File: src/rtl/sram_arbiter2_if.sv
// Bus bundle between the two requesters, the arbiter and the 8x32 SRAM.
// The slave view belongs to the arbiter; the master view belongs to the
// requesters and the SRAM array that sit around it.
interface sram_arbiter2_if #(
  parameter int DATA_W = 32
);
  logic              req0;
  logic              req1;
  logic              wr0;
  logic              wr1;
  logic [2:0]        addr0;
  logic [2:0]        addr1;
  logic [DATA_W-1:0] wd0;
  logic [DATA_W-1:0] wd1;
  logic              gnt0;
  logic              gnt1;
  logic              done0;
  logic              done1;
  logic [DATA_W-1:0] rdata0;
  logic [DATA_W-1:0] rdata1;
  logic [2:0]        sram_addr;
  logic              sram_we;
  logic [DATA_W-1:0] sram_wd;
  logic [DATA_W-1:0] sram_rd;
  logic              busy;

  modport slave (
    input  req0, req1, wr0, wr1, addr0, addr1, wd0, wd1, sram_rd,
    output gnt0, gnt1, done0, done1, rdata0, rdata1,
    output sram_addr, sram_we, sram_wd, busy
  );

  modport master (
    output req0, req1, wr0, wr1, addr0, addr1, wd0, wd1, sram_rd,
    input  gnt0, gnt1, done0, done1, rdata0, rdata1,
    input  sram_addr, sram_we, sram_wd, busy
  );
endinterface

File: src/rtl/sram_arbiter2.sv
// Two-port round-robin arbiter in front of a single-port 8x32 SRAM.
// Each access takes IDLE -> ISSUE -> COMPLETE: the grant pulse marks ISSUE,
// writes land at the edge ending ISSUE, reads are captured at the edge
// ending COMPLETE, and done pulses in the first IDLE cycle afterwards.
module sram_arbiter2 #(
  parameter int DATA_W = 32
) (
  input logic           clk,
  input logic           rst,
  sram_arbiter2_if.slave bus
);

  typedef enum logic [1:0] {
    IDLE     = 2'd0,
    ISSUE    = 2'd1,
    COMPLETE = 2'd2
  } state_t;

  state_t            state;
  logic              last;       // port served most recently (1 = port 1)
  logic              win_p0;     // port owning the access in flight
  logic              wr_p0;
  logic [2:0]        addr_p0;
  logic [DATA_W-1:0] wd_p0;
  logic              we_n_p1;
  logic              gnt0_p1;
  logic              gnt1_p1;
  logic              done0_p1;
  logic              done1_p1;
  logic [DATA_W-1:0] rdata0_p1;
  logic [DATA_W-1:0] rdata1_p1;
  logic              busy_p1;

  logic              any_req;
  logic              pick;

  // Round-robin choice: a lone requester wins, a tie goes to the port not served last.
  always_comb begin
    any_req = bus.req0 | bus.req1;
    pick    = 1'b0;
    if (bus.req0 && bus.req1) begin
      pick = ~last;
    end else begin
      pick = bus.req1;
    end
  end

  // Access sequencer: latches the winner's payload, pulses grant/done, captures read data.
  always_ff @(posedge clk) begin
    if (rst) begin
      state     <= IDLE;
      last      <= 1'b1;
      win_p0    <= 1'b0;
      wr_p0     <= 1'b0;
      addr_p0   <= 3'd0;
      wd_p0     <= '0;
      we_n_p1   <= 1'b1;
      gnt0_p1   <= 1'b0;
      gnt1_p1   <= 1'b0;
      done0_p1  <= 1'b0;
      done1_p1  <= 1'b0;
      rdata0_p1 <= '0;
      rdata1_p1 <= '0;
      busy_p1   <= 1'b0;
    end else begin
      gnt0_p1  <= 1'b0;
      gnt1_p1  <= 1'b0;
      done0_p1 <= 1'b0;
      done1_p1 <= 1'b0;
      we_n_p1  <= 1'b1;
      case (state)
        IDLE: begin
          if (any_req) begin
            state   <= ISSUE;
            busy_p1 <= 1'b1;
            win_p0  <= pick;
            last    <= pick;
            wr_p0   <= pick ? bus.wr1   : bus.wr0;
            addr_p0 <= pick ? bus.addr1 : bus.addr0;
            wd_p0   <= pick ? bus.wd1   : bus.wd0;
            we_n_p1 <= pick ? ~bus.wr1  : ~bus.wr0;
            gnt0_p1 <= ~pick;
            gnt1_p1 <= pick;
          end
        end
        ISSUE: begin
          state <= COMPLETE;
        end
        COMPLETE: begin
          state   <= IDLE;
          busy_p1 <= 1'b0;
          if (win_p0) begin
            done1_p1 <= 1'b1;
          end else begin
            done0_p1 <= 1'b1;
          end
          if (!wr_p0) begin
            if (win_p0) begin
              rdata1_p1 <= bus.sram_rd;
            end else begin
              rdata0_p1 <= bus.sram_rd;
            end
          end
        end
        default: begin
          state   <= IDLE;
          busy_p1 <= 1'b0;
        end
      endcase
    end
  end

  // Reset also masks the write strobe so a write aborted in ISSUE never reaches the array.
  assign bus.sram_we   = we_n_p1 | rst;
  assign bus.sram_addr = addr_p0;
  assign bus.sram_wd   = wd_p0;
  assign bus.gnt0      = gnt0_p1;
  assign bus.gnt1      = gnt1_p1;
  assign bus.done0     = done0_p1;
  assign bus.done1     = done1_p1;
  assign bus.rdata0    = rdata0_p1;
  assign bus.rdata1    = rdata1_p1;
  assign bus.busy      = busy_p1;

endmodule

File: src/flat_wrapper.sv
// flat-port wrapper written by rule: the top's interface ports become plain ports
module sram_arbiter2_flat 
#(
  parameter int DATA_W = 32
)
  (clk, rst, bus_req0, bus_req1, bus_wr0, bus_wr1, bus_addr0, bus_addr1, bus_wd0, bus_wd1, bus_sram_rd, bus_gnt0, bus_gnt1, bus_done0, bus_done1, bus_rdata0, bus_rdata1, bus_sram_addr, bus_sram_we, bus_sram_wd, bus_busy);
  sram_arbiter2_if #(.DATA_W(DATA_W)) bus_i ();
  input logic clk;
  input logic rst;
  input wire logic [$bits(bus_i.req0)-1:0] bus_req0;
  input wire logic [$bits(bus_i.req1)-1:0] bus_req1;
  input wire logic [$bits(bus_i.wr0)-1:0] bus_wr0;
  input wire logic [$bits(bus_i.wr1)-1:0] bus_wr1;
  input wire logic [$bits(bus_i.addr0)-1:0] bus_addr0;
  input wire logic [$bits(bus_i.addr1)-1:0] bus_addr1;
  input wire logic [$bits(bus_i.wd0)-1:0] bus_wd0;
  input wire logic [$bits(bus_i.wd1)-1:0] bus_wd1;
  input wire logic [$bits(bus_i.sram_rd)-1:0] bus_sram_rd;
  output wire logic [$bits(bus_i.gnt0)-1:0] bus_gnt0;
  output wire logic [$bits(bus_i.gnt1)-1:0] bus_gnt1;
  output wire logic [$bits(bus_i.done0)-1:0] bus_done0;
  output wire logic [$bits(bus_i.done1)-1:0] bus_done1;
  output wire logic [$bits(bus_i.rdata0)-1:0] bus_rdata0;
  output wire logic [$bits(bus_i.rdata1)-1:0] bus_rdata1;
  output wire logic [$bits(bus_i.sram_addr)-1:0] bus_sram_addr;
  output wire logic [$bits(bus_i.sram_we)-1:0] bus_sram_we;
  output wire logic [$bits(bus_i.sram_wd)-1:0] bus_sram_wd;
  output wire logic [$bits(bus_i.busy)-1:0] bus_busy;
  assign bus_i.req0 = bus_req0;
  assign bus_i.req1 = bus_req1;
  assign bus_i.wr0 = bus_wr0;
  assign bus_i.wr1 = bus_wr1;
  assign bus_i.addr0 = bus_addr0;
  assign bus_i.addr1 = bus_addr1;
  assign bus_i.wd0 = bus_wd0;
  assign bus_i.wd1 = bus_wd1;
  assign bus_i.sram_rd = bus_sram_rd;
  assign bus_gnt0 = bus_i.gnt0;
  assign bus_gnt1 = bus_i.gnt1;
  assign bus_done0 = bus_i.done0;
  assign bus_done1 = bus_i.done1;
  assign bus_rdata0 = bus_i.rdata0;
  assign bus_rdata1 = bus_i.rdata1;
  assign bus_sram_addr = bus_i.sram_addr;
  assign bus_sram_we = bus_i.sram_we;
  assign bus_sram_wd = bus_i.sram_wd;
  assign bus_busy = bus_i.busy;
  sram_arbiter2 #(.DATA_W(DATA_W)) u_core (.clk(clk), .rst(rst), .bus(bus_i));
endmodule
File: config.mk
export PLATFORM = sky130hd
export DESIGN_NAME = sram_arbiter2_flat
export DESIGN_NICKNAME = d
export VERILOG_FILES = /design/src/rtl/sram_arbiter2_if.sv /design/src/rtl/sram_arbiter2.sv /design/src/flat_wrapper.sv
export SDC_FILE = /design/constraint.sdc
export NUM_CORES = 1
export LEC_CHECK = 0
export ABC_CLOCK_PERIOD_IN_PS = 1400
export BUFFER_PORTS_ARGS = -buffer_cell sky130_fd_sc_hd__buf_4
export CAP_MARGIN = 5
export CORE_MARGIN = 2
export CORE_UTILIZATION = 42
export CTS_BUF_LIST = sky130_fd_sc_hd__clkbuf_4 sky130_fd_sc_hd__clkbuf_8
export CTS_CLUSTER_SIZE = 28
export DETAILED_ROUTE_END_ITERATION = 8
export HOLD_SLACK_MARGIN = 0.03
export PLACE_DENSITY = 0.78
export SYNTH_ARGS = -nofsm -noshare
export SYNTH_HDL_FRONTEND = slang
export SYNTH_SLANG_ARGS = --single-unit
File: constraint.sdc
create_clock -name clk -period 1.4 [get_ports clk]
set_input_delay 0.28 -clock clk [delete_from_list [all_inputs] [get_ports clk]]
set_output_delay 0.28 -clock clk [all_outputs]
set_load 0.1 [all_outputs]
* Word-level counts from Yosys, hierarchy flattened
Index checks and enable logic that the tools add are counted.
Word-level totals: logic and storage cells 48, register bits after elaboration 110, output and inout bits 105
Operators by class: bitwise logic cells 12, equality and inequality tests 3, multiplexer cells 11, reduce and logical (&&, ||, !) cells 8
Operators with widths (count):
- $mux W32 | 1
- $not A1 Y1 | 10
- $mux W1 | 6
- $reduce_and A3 Y1 | 2
- $pmux W2 S2 | 1
- $reduce_and A2 Y1 | 2
- $mux W3 | 1
- $reduce_or A3 Y1 | 1
- $eq A2 B1 Y1 const B | 1
- $eq A2 B2 Y1 const B | 1
- $logic_not A2 Y1 | 1
- $mux W2 | 1
- $ne A2 B1 Y1 const B | 1
- $or A1 B1 Y1 | 2
- $pmux W1 S2 | 1
- $reduce_or A2 Y1 | 1
- $logic_and A1 B1 Y1 | 1

* Depth between registers and ports, before layout
depth in word-level cells 3, gate-level depth with buffers 5, depth with buffers taken out 3

* Worst setup path before layout
Ideal clock, no wire load.
path type reg2reg, from register u_core.win_p0, to register u_core.rdata0_p1[10] (netlist: u_core.bus.rdata0[10]), stages on the path, launching flop included 6, required time 1268 ps, period minus slack after synthesis 1394 ps, slack 6 ps, arrival time 1262 ps, path buffers 2, cells stage by stage dfxtp_1 or4b_1 buf_2 buf_6 nand2_1 a21oi_1
On the way: cells in the longest elaborated chain, start to end 2
Ends and longest elaborated chain:
- start: declaration | line sram_arbiter2.sv:21 | logic win_p0;
- start signal: assignment | line sram_arbiter2.sv:76 | win_p0 <= pick;
- $not A1 Y1 (no source line)
- $reduce_and A3 Y1 (no source line)
- end signal: assignment | line sram_arbiter2.sv:101 | rdata0_p1 <= bus.sram_rd;
- end: declaration | line sram_arbiter2.sv:30 | logic [DATA_W-1:0] rdata0_p1;
No other way between the ends. A chain may end at the register's enable or synchronous reset.

* Worst setup path in the final report
from register u_core.last, to register u_core.wd_p0[10] (netlist: u_core.bus.sram_wd[10])
On the way: cells in the longest elaborated chain, start to end 3
Ends and longest elaborated chain:
- start: declaration | line sram_arbiter2.sv:20 | logic last;
- start signal: assignment | line sram_arbiter2.sv:77 | last <= pick;
- $not A1 Y1 | line sram_arbiter2.sv:42 | pick = ~last;
- $mux W1 | line sram_arbiter2.sv:41 | if (bus.req0 && bus.req1) begin
- $mux W32 | line sram_arbiter2.sv:80 | wd_p0 <= pick ? bus.wd1 : bus.wd0;
- end signal: assignment | line sram_arbiter2.sv:80
- end: declaration | line sram_arbiter2.sv:24 | logic [DATA_W-1:0] wd_p0;
No other way between the ends.

==> results.md <==
* Flops & latches, synth at 110
* RSZ-0062 raised after global routing: true
* Worst Path Required at approximately 1.7 ns
* Psw at 2.98 mW
* CTS H-tree depth at 3
* Final Hold Fails at 0
* Critical Path End Type: flip-flop
* Dpl hpwl at 8.77 mm
* Total die area at 10800 µm²
* Vias in the first global route at 4131
* Largest net degree at the start of global routing at 77
* Post-synthesis sequential area ratio at 0.523
* PD cells at between 1000 and 1500 nW/µm²
* Drt pass-1 iters at 4
* Nets at a little over 800
* Layout cell share with drive strength beyond 1 at 0.366
* P_int at 4.73 mW
* R2r startpoint: u_core.last
* Slew Viols, Final at 0
* Synth Cell Area at 4210 µm²
* IO Port Bufs at 212
* Ports at 213
* Clock sinks at 110
* Mean number of vias per cell at 5.22
* Worst Reg-to-Reg Cells at 4
* Drt total wl at approximately 13 mm
* GPL Wtd Cong at 0.816
* Remaining DRCs at 0
* DRT iter0 DRCs at 231
* Worst Tran Pin Value at 0.363 ns
* WL/cell at 15.1 µm
* Most frequent cells in the layout: buf_4 (224), nand2_1 (199), dfxtp_1 (109)
* Fin crit period at ~1.4 ns
* Async SR Flop Fraction at 0
* Post-Place Cell Area at 6000 µm²
* Die H at 104 µm
* CTS Buffer Depth at 2
* Hold crit path type: in2reg
* Area added between synthesis and finish at 50.5%
* Cells after DPL at 838
* IR drop worst, VDD at 0.000711 V
* Clock power frac at 0.236
* Leak Pwr at 2.73 nW
* First-pass GRT wire length at 19.9 mm
* Combinational Power Share at 0.320
* Antenna-violating nets left at 0
* Design area at 6340 µm²
* EDFF count, synth at 0
* Max-Cap Viols at 0
* Layout Skew at between 0.015 and 0.02 ns
* Total track usage at 0.223
* Post-Layout Cell Count at between 800 and 900
* R2R Path End: u_core.bus.sram_wd[10]
* Hold Path Origin: bus_sram_rd[8]
* Switching power share of the total at 0.386
* Grt ovf at 0
* Ys flop type: dfxtp_1
* Post-route clock period utilization at 0.976
* Worst Hold Depth at 3
* Number of inserted diodes at 0
* Number of synthesis warnings at 0
* Reg2Reg Setup Slack at 0.03 ns
* Inserted Clock Buffers at 9
* Crit-path max FO at 28
* Die width at ~100 µm
* Root Driver: clkbuf_8
* Outcome: complete, no violations
* Syn_area_per_cell at 8.13 µm²
* Filler instances at 782
* Final Util at 0.648
* Commonest non-fill, non-tap cell in the layout: buf_4
* Worst skew pair latency at 0.37 ns
* Critical Path AT at between 1.5 and 2 ns
* Via Count at about 4500
* CTS tree: built
* Initial antenna violation count at 0
* Initial core utilization at 0.431
* Cell variety after synth at 28
* Clock-pin slew on the worst setup and hold paths at 0.11 ns
* Mapped Cells at between 500 and 600
* Seq pwr share at 0.443
* Setup CP Type: reg2reg
* Core Rows at 36
* Final setup viols at 0
* Core Region at approximately 9800 µm²
* Headroom to the max-slew limit at 0.758
* Worst Hold Endpoint: u_core.bus.rdata0[8]
* Net Count, Synth at 626
* Max Freq at about 0.73 GHz
* CP Launch Type: flip-flop
-- cell families (layout without fill, tap and decap cells) --
logic type | count (synthesis) | in the layout | synth area share
multiplexers | 1 | 1 | 0.00238
buffers and inverters | 46 | 254 | 0.0582
flip-flops | 110 | 110 | 0.523
AO/OA/AOI/OAI | 142 | 143 | 0.202
AND/OR/NAND/NOR | 219 | 219 | 0.214
-- flip-flops by register name, summed over array words and instances (netlist names) --
signal                count
u_core.bus.gnt1           1
u_core.state              2
u_core.last               1
u_core.bus.sram_wd       32
u_core.wr_p0              1
u_core.bus.sram_addr      3
u_core.we_n_p1            1
u_core.bus.busy           1
u_core.bus.gnt0           1
u_core.bus.rdata0        32
u_core.bus.done0          1
u_core.bus.done1          1
u_core.win_p0             1
u_core.bus.rdata1        32
-- area by class of cell --
cell class | instances | area [µm²] | area share
repair buffers | 238 | 1970 | 0.311
clock inverters | 6 | 56.3 | 0.00888
flip-flops and latches | 110 | 2200 | 0.348
well taps | 133 | 166 | 0.0263
multi-input cells | 363 | 1810 | 0.286
clock buffers | 10 | 131 | 0.0207
-- timing repair --
action                                  4_1_cts  5_1_grt
hold buffers                                  0        0
pin swaps                                     0        8
endpoints found under the setup margin       36       46
cloned                                        0        4
setup buffers                                 0        2
gates resized for setup                       5        6
-- stage by stage --
stage	setup slack [ns]	power (mW)	hold slack [ns]	TNS, ns
floorplan	0.00592	5.15	0.416	0
global placement	-0.108	5.83	0.441	-2.92
detailed placement	-0.193	5.86	0.447	-4.67
CTS	0.00752	7.68	0.136	0
global route	-0.0297	8.02	0.130	-0.0933
finish	0.0336	7.72	0.156	0
-- power groups by stage --
stage | logic [mW] | registers [mW] | clock network (mW)
after floorplan | 0.514 | 4.64 | 0
after global placement | 2.36 | 3.48 | 0
after detailed placement | 2.38 | 3.48 | 0
after CTS | 2.39 | 3.42 | 1.88
after global routing | 2.58 | 3.44 | 1.99
final | 2.47 | 3.42 | 1.82
-- synth_stat cells, types with 2 or more instances --
library cell	instances	share of area
clkbuf_1	17	0.015
nand2_1	199	0.18
or2_2	3	0.0045
a21oi_1	102	0.12
nor3_1	2	0.0024
a311oi_1	35	0.073
buf_4	7	0.012
buf_2	19	0.023
o21ai_0	2	0.0024
nor2_1	3	0.0027
dfxtp_1	110	0.52
buf_6	3	0.0080
-- worst max path at each step --
stage | from | endpoint | slack (ns)
detailed placement | bus_req1 | u_core.bus.sram_wd[10] | -0.19
global route | u_core.state[1] | u_core.bus.sram_addr[2] | -0.03
finish | u_core.last | u_core.bus.sram_wd[10] | 0.03
floorplan | u_core.win_p0 | u_core.bus.rdata0[10] | 0.006
CTS | u_core.state[1] | u_core.bus.sram_wd[10] | 0.008
global placement | bus_req1 | u_core.bus.sram_wd[21] | -0.11
-- layer usage --
layer	wire [µm]	share of wire	global-route usage
met5	0	0	0
met4	172	0.013	0.0589
met3	942	0.072	0.0595
met2	6410	0.49	0.381
met1	5470	0.42	0.279
-- critical path, stage by stage (launching register included) --
cell	delay, ns
dfxtp_1	0.41
a21boi_4	0.24
buf_12	0.20
nand2_1	0.08
a311oi_1	0.31
(Power assumes the default switching activity.)
